--- config.mk ---
export PLATFORM = sky130hd
export DESIGN_NAME = sabana_vec_addsub
export DESIGN_NICKNAME = d
export VERILOG_FILES = /design/src/rtl/sabana_vec_addsub.sv
export SDC_FILE = /design/constraint.sdc
export NUM_CORES = 1
export LEC_CHECK = 0
export CORE_MARGIN = 10
export CORE_UTILIZATION = 30
export DETAILED_ROUTE_END_ITERATION = 16
export PLACE_DENSITY_LB_ADDON = 0.15
export SYNTH_ARGS = -nofsm -noshare
export SYNTH_HDL_FRONTEND = slang
export SYNTH_SLANG_ARGS = --single-unit
export TNS_END_PERCENT = 100
--- constraint.sdc ---
create_clock -name clock -period 4.1 [get_ports clock]
set_input_delay 1.025 -clock clock [delete_from_list [all_inputs] [get_ports clock]]
set_output_delay 1.025 -clock clock [all_outputs]
set_load 0.02 [all_outputs]
--- src/rtl/sabana_vec_addsub.sv ---
// Job-based add/subtract/accumulate engine. A start pulse launches a job of len operand pairs.
// Results leave on a back-pressurable valid/ready port, with optional unsigned saturation.
module sabana_vec_addsub #(
  parameter int unsigned WIDTH    = 32,
  parameter int unsigned LEN_W    = 16,
  parameter bit          SATURATE = 1'b0
) (
  input  logic             clock,
  input  logic             reset,
  input  logic             start,
  input  logic [LEN_W-1:0] len,
  input  logic [1:0]       mode,
  output logic             busy,
  output logic             finish,
  output logic             overflow,
  input  logic             in_valid,
  output logic             in_ready,
  input  logic [WIDTH-1:0] a_in,
  input  logic [WIDTH-1:0] b_in,
  output logic [WIDTH-1:0] y_out,
  output logic             y_valid,
  input  logic             y_ready
);

  typedef enum logic [1:0] {StIdle, StRun, StDone} state_e;

  localparam logic [1:0] ModeSub = 2'd1;
  localparam logic [1:0] ModeAcc = 2'd2;

  state_e           state_q, state_d;
  logic [LEN_W-1:0] remaining_q, remaining_d;
  logic [1:0]       mode_q, mode_d;
  logic [WIDTH-1:0] acc_q, acc_d;
  logic [WIDTH-1:0] y_q, y_d;
  logic             y_valid_q, y_valid_d;
  logic             ovf_q, ovf_d;

  logic [WIDTH+1:0] sum_w;
  logic [WIDTH:0]   diff_w;
  logic [WIDTH-1:0] res;
  logic             res_ovf;
  logic             in_hs, out_hs;

  // Two extra bits: acc + a + b can carry past WIDTH+1 bits in accumulate mode.
  always_comb begin
    sum_w  = {2'b00, a_in} + {2'b00, b_in} + ((mode_q == ModeAcc) ? {2'b00, acc_q} : '0);
    diff_w = {1'b0, a_in} - {1'b0, b_in};
    if (mode_q == ModeSub) begin
      res_ovf = diff_w[WIDTH];
      res     = (SATURATE && res_ovf) ? '0 : diff_w[WIDTH-1:0];
    end else begin
      res_ovf = |sum_w[WIDTH+1:WIDTH];
      res     = (SATURATE && res_ovf) ? '1 : sum_w[WIDTH-1:0];
    end
  end

  assign in_ready = (state_q == StRun) && (remaining_q != '0) && (!y_valid_q || y_ready);
  assign in_hs    = in_valid && in_ready;
  assign out_hs   = y_valid_q && y_ready;

  always_comb begin
    state_d     = state_q;
    remaining_d = remaining_q;
    mode_d      = mode_q;
    acc_d       = acc_q;
    y_d         = y_q;
    y_valid_d   = y_valid_q;
    ovf_d       = ovf_q;
    case (state_q)
      StIdle: begin
        if (start) begin
          remaining_d = len;
          mode_d      = mode;
          acc_d       = '0;
          ovf_d       = 1'b0;
          state_d     = (len == '0) ? StDone : StRun;
        end
      end
      StRun: begin
        if (in_hs) begin
          y_d         = res;
          y_valid_d   = 1'b1;
          remaining_d = remaining_q - LEN_W'(1);
          if (mode_q == ModeAcc) acc_d = res;
          if (res_ovf) ovf_d = 1'b1;
        end else if (out_hs) begin
          y_valid_d = 1'b0;
        end
        // remaining == 0 rules out a concurrent input, so this is the final result leaving.
        if (out_hs && (remaining_q == '0)) state_d = StDone;
      end
      StDone:  state_d = StIdle;
      default: state_d = StIdle;
    endcase
  end

  always_ff @(posedge clock) begin
    if (reset) begin
      state_q     <= StIdle;
      remaining_q <= '0;
      mode_q      <= '0;
      acc_q       <= '0;
      y_q         <= '0;
      y_valid_q   <= 1'b0;
      ovf_q       <= 1'b0;
    end else begin
      state_q     <= state_d;
      remaining_q <= remaining_d;
      mode_q      <= mode_d;
      acc_q       <= acc_d;
      y_q         <= y_d;
      y_valid_q   <= y_valid_d;
      ovf_q       <= ovf_d;
    end
  end

  assign busy     = (state_q != StIdle);
  assign finish   = (state_q == StDone);
  assign overflow = ovf_q;
  assign y_out    = y_q;
  assign y_valid  = y_valid_q;

endmodule

==> results of run 1 <==
synth_stat cells, types with 6 or more instances:
library cell,n,share of area
ha_1,64,0.095
a31oi_1,8,0.0060
a211oi_1,20,0.018
xnor2_1,30,0.031
buf_2,12,0.0072
xor2_1,17,0.018
nor4_1,8,0.0060
o21ai_0,80,0.048
clkbuf_1,33,0.015
dfxtp_1,86,0.21
a21o_1,40,0.036
a22o_1,6,0.0063
and2_1,39,0.029
o21bai_1,6,0.0054
or3_1,8,0.0060
or4_1,6,0.0054
fa_1,34,0.081
nor2_1,80,0.036
nor3_1,22,0.013
inv_1,59,0.026
nand2b_1,8,0.0060
nand2_1,107,0.048
nand4_1,18,0.013
o31ai_1,7,0.0063
o211ai_1,13,0.012
a21oi_1,122,0.073
and3_1,7,0.0052
o21a_1,10,0.0089
nand3_1,25,0.015
mux2i_1,6,0.0072
nor2b_1,11,0.0082
tightest hold or removal path: cells and delay by family (launching register included):
family / cells / cell delay [ns]
flops: 1 / 0.32
compound gates: 1 / 0.05
simple gates: 1 / 0.04
per-layer routing:
metal	up-vias	routed length [µm]	GRT usage
li1	4391	-	-
met1	4133	14500	0.228
met2	212	14900	0.296
met3	20	1480	0.0248
met4	0	471	0.0350
met5	-	0	0
registers in the layout, summed over array words and instances (netlist names):
register / count
y_valid: 1
overflow: 1
y_out: 32
mode_q: 2
remaining_q: 16
acc_q: 32
state_q: 2
repair_timing:
| item | 4_1_cts | 5_1_grt |
|---|---|---|
| gates resized for setup | 5 | 23 |
| pin swaps | 0 | 17 |
| buffers inserted | 0 | 2 |
| endpoints found under the hold margin | 0 | 0 |
| endpoints found under the setup margin | 6 | 27 |
power breakdown:
part           total [mW]  internal [mW]  switching (mW)
clock network       0.905          0.501           0.404
registers           0.956          0.902          0.0543
logic                1.68          0.755           0.926
total                3.54           2.16            1.38
final timing paths:
kind	endpoint	slack [ns]	cells past startpoint
setup reg to reg	y_out[29]$_SDFFE_PP0P_	0.24	14
hold reg to reg	acc_q[14]$_SDFFE_PP0P_	0.44	2
setup / recovery	y_out[30]$_SDFFE_PP0P_	0.13	13
hold / removal	acc_q[14]$_SDFFE_PP0P_	0.44	2
cells in the final DEF (no fill, tap or decap), types with 40 or more instances in the layout:
| cell type | count |
|---|---|
| a21o_1 | 40 |
| a21oi_1 | 119 |
| buf_4 | 154 |
| clkdlybuf4s50_1 | 119 |
| dfxtp_1 | 86 |
| ha_1 | 60 |
| inv_1 | 59 |
| nand2_1 | 107 |
| nor2_1 | 79 |
| o21ai_0 | 77 |
cell type report:
class | instances | area share
clock buffer | 10 | 0.0208
clock inverter | 6 | 0.00643
inverter | 59 | 0.0193
multi-input combinational | 887 | 0.552
sequential | 86 | 0.150
tap | 378 | 0.0412
timing repair buffer | 278 | 0.210
through the flow:
step           std cells  area [µm²]  setup TNS, ns  hold WS [ns]
2_1_floorplan       1086        8400              0         0.407
3_3_place_gp        1686       11000         -10.60         0.421
3_5_place_dp        1686       11000         -10.68         0.436
4_1_cts             1702       11400              0         0.449
5_1_grt             1704       11500        -0.0296         0.465
6_report            1704       11500              0         0.444
cell families (layout without fill, tap and decap cells):
kind of cell,after synthesis,after routing,share of synthesized area
AO/OA/AOI/OAI,372,372,0.287
AND/OR/NAND/NOR,363,363,0.218
buffers and inverters,113,353,0.0559
adder cells (fa/ha/maj),98,98,0.176
flip-flops,86,86,0.205
XOR/XNOR,47,47,0.0490
multiplexers,7,7,0.00849
==> impl_metrics.yaml, run 1 <==
setup_path:
  critPathTopFamily: "compound AO/OA/AOI/OAI gates"
  cp.arrival_ns: 4.23
  cp-start-kind: "input port"
  path_buf_inv: 3
  critical_path_required_ns: 4.36
  setup.worst_path.class: "in -> reg"
  r2r_start: "mode_q[1]$_SDFFE_PP0P_"
  path_cells: "clkdlybuf4s50_1, fa_1, ha_4, o211ai_1, o21bai_1, o2111ai_2, buf_4, a2111oi_4, buf_4, o221ai_1, xnor2_1, nor2_1, a211oi_1"
  end_kind: "flop"
  cp_max_fo: 3
  slowest_stage: "fa_1"
  cpPeakStageDelay_ns: 0.55
  crit_top_cell: "buf_4"
  cp-startpoint: "a_in[3]"
pwr:
  leakage_nw: 4.93
  max-vdd-ir-drop_uv: 163
  power.total_mw: 3.54
  p_per_area_nw_per_um2: 308
timing:
  min_period_ns: 3.97
  worst_pin_slew_ns: 0.843
  max_freq_mhz: 252
  relSlewSlack: 0.436
  final_max_slew_viol_count: 0
  finalCritPeriodShare: 0.969
  finalWorstSetupSlack_ns: 0.127
  final-hold-violation-count: 0
  fin_skew_ns: 0.0164
  setup_viol: 0
drt:
  drc: 0
  antenna_left: 0
  drt_pre_antenna_iters: 5
  num_vias: 8756
  routedWlPerCell_um: 18.4
  wl_mm: 31.3
  via_per_inst: 5.14
  first_iter_violations: 464
run_status:
  status: "finished clean"
final_layout:
  fin_util: 0.414
  nFillCells: 2904
  area_growth_pct: 36.8
  n_antenna_cell: 0
  layout.nets: 1506
  ff_latch_area_um2: 1720
  drive_above_1_share: 0.169
  multi_input_area_um2: 6340
placement:
  hpwl_mm: 25.1
  pre_cts_ws_ns: -0.409
  routabilityCongestion: 0.858
  port_buffers: 123
clock_network:
  clock-root-buffer: "clkbuf_16"
  tritoncts: "yes"
  clock_latency_ns: 0.35
  clkTransAtPathRegs_ns: 0.06
  numCtsBuffers: 9
  clock-sinks: 86
  h-tree-depth: 3
  cts.path.max_buffers: 2
  postCtsHoldBufs: 0
grt:
  grt_overflow: 0
  grt_pass1_vias: 8806
  gr-usage-all-layers: 0.174
  antenna_found_initial: 0
  grt_pass1_wl_mm: 49.5
  grt_max_degree: 48
logic_synthesis:
  synth_ff_type: "dfxtp_1"
  synth_edf_count: 0
  syn_nets: 1271
  syn_inst: 1086
  ys_ff_latch: 86
  synth_cell_types: 89
  synthArstFlopShare: 0
  syn_area_um2: 8400
  avgSynthCellArea_um2: 7.73
  yosysWarnings: 0
  synth-seq-area-share: 0.205
worst_hold_path:
  worstHoldStart: "acc_q[14]$_SDFFE_PP0P_"
  hold_class: "reg -> reg"
floorplan:
  dieHeight_um: 187
  rows: 61
  start_util: 0.303
  chipWidth_um: 187
  io_pins: 124
  core_area_um2: 27700
  dieArea_um2: 35100
run:
  cap_violations: 0
(Power assumes the default switching activity.)
==> inputs of run 2 (changes only) <==
Settings changed: CAP_MARGIN set to 10, MAX_ROUTING_LAYER set to met4.
==> impl_metrics.yaml, run 2 (synthesis gave the netlist of run 1 again) <==
timing:
  setup_viol: 0
  min_period_ns: 3.98
  finalWorstSetupSlack_ns: 0.117
  worst_pin_slew_ns: 0.843
  final-hold-violation-count: 0
  finalCritPeriodShare: 0.971
  relSlewSlack: 0.436
  final_max_slew_viol_count: 0
  fin_skew_ns: 0.0144
  max_freq_mhz: 251
  tns_ns: 0
  hold_slack_ns: 0.445
worst_hold_path:
  worstHoldStart: "acc_q[14]$_SDFFE_PP0P_"
  holdPathEnd: "acc_q[14]$_SDFFE_PP0P_"
  hold_class: "reg -> reg"
  whs_path_depth: 2
placement:
  placed_area_um2: 11000
  routabilityCongestion: 0.871
  port_buffers: 123
  pre_cts_ws_ns: -0.409
  hpwl_mm: 25.1
drt:
  first_iter_violations: 471
  num_vias: 8720
  drc: 0
  via_per_inst: 5.12
  drt_pre_antenna_iters: 5
  antenna_left: 0
  wl_mm: 31.2
  routedWlPerCell_um: 18.3
final_layout:
  final_cell_mix: "buf_4 (154), a21oi_1 (119), clkdlybuf4s50_1 (119)"
  layout.nets: 1506
  drive_above_1_share: 0.169
  n_antenna_cell: 0
  ff_latch_area_um2: 1720
  area_growth_pct: 36.8
  nFillCells: 2904
  layout_commonest_cell: "buf_4"
  fin_area_um2: 11500
  multi_input_area_um2: 6340
pwr:
  leakage_nw: 4.93
  p_per_area_nw_per_um2: 309
  power.total_mw: 3.54
  max-vdd-ir-drop_uv: 162
floorplan:
  chipWidth_um: 187
  rows: 61
  dieHeight_um: 187
  core_area_um2: 27700
  dieArea_um2: 35100
  io_pins: 124
  start_util: 0.303
setup_path:
  r2r_cells: 14
  end_kind: "flop"
  critical_path_required_ns: 4.36
  setup.worst_path.class: "in -> reg"
  r2r_start: "mode_q[1]$_SDFFE_PP0P_"
  r2r_slack_ns: 0.25
  cp-startpoint: "a_in[3]"
  cp.arrival_ns: 4.24
  cp-start-kind: "input port"
  worstReg2RegEnd: "y_out[29]$_SDFFE_PP0P_"
  cp_max_fo: 3
clock_network:
  h-tree-depth: 3
  clock-root-buffer: "clkbuf_16"
  postCtsHoldBufs: 0
  clock-sinks: 86
  tritoncts: "yes"
  numCtsBuffers: 9
  clock_latency_ns: 0.35
  cts.path.max_buffers: 2
  clkTransAtPathRegs_ns: 0.06
run:
  cap_violations: 0
grt:
  grt_overflow: 0
  grt_pass1_vias: 8817
  antenna_found_initial: 0
  grt_pass1_wl_mm: 49.5
  grt_max_degree: 48
  gr-usage-all-layers: 0.179
run_status:
  status: "finished clean"
run 2: per-stage QoR:
step                 util  instances
floorplan               -       1086
global placement    0.398       1686
detailed placement  0.398       1686
CTS                 0.410       1702
global route        0.414       1704
finish              0.414       1704
run 2: where the power goes:
part	switching [mW]	total (mW)	leakage, nW	internal [mW]
combinational	0.927	1.68	4.07	0.755
sequential	0.0539	0.956	0.701	0.902
clock	0.404	0.905	0.154	0.501
run 2: layout make-up:
class,instances,area share
clock inverter,6,0.00643
tap,378,0.0412
timing repair buffer,278,0.210
clock buffer,10,0.0208
inverter,59,0.0193
sequential,86,0.150
multi-input combinational,887,0.552
run 2: worst max-delay path by stage:
stage                     slack, ns  cells after the start                     end
after floorplan                0.26                     11  y_out[23]$_SDFFE_PP0P_
after global placement        -0.44                     14  y_out[23]$_SDFFE_PP0P_
after detailed placement      -0.41                     14  y_out[23]$_SDFFE_PP0P_
after CTS                      0.02                     14  y_out[23]$_SDFFE_PP0P_
after global routing          -0.01                     13   overflow$_SDFFE_PP0P_
final                          0.12                     13  y_out[30]$_SDFFE_PP0P_
run 2: timing repair:
| action | 4_1_cts | 5_1_grt |
|---|---|---|
| buffers inserted | 0 | 2 |
| cloned | 0 | 0 |
| endpoints found under the setup margin | 6 | 27 |
| pin swaps | 0 | 17 |
| resized for setup | 5 | 23 |
run 2: metal layers:
layer | track usage | wire [µm]
met5 | - | 0
met1 | 0.231 | 14700
met2 | 0.295 | 14800
met3 | 0.0198 | 1300
met4 | 0.0350 | 397
run 2: worst max-delay path, cell delays in order:
cell and delay [ns]:
clkdlybuf4s50_1 0.47, fa_1 0.55, ha_4 0.30, o211ai_1 0.08, o21bai_1 0.23, o2111ai_2 0.23, buf_4 0.21, a2111oi_4 0.32
buf_4 0.17, o221ai_1 0.12, xnor2_1 0.26, nor2_1 0.06, a211oi_1 0.19
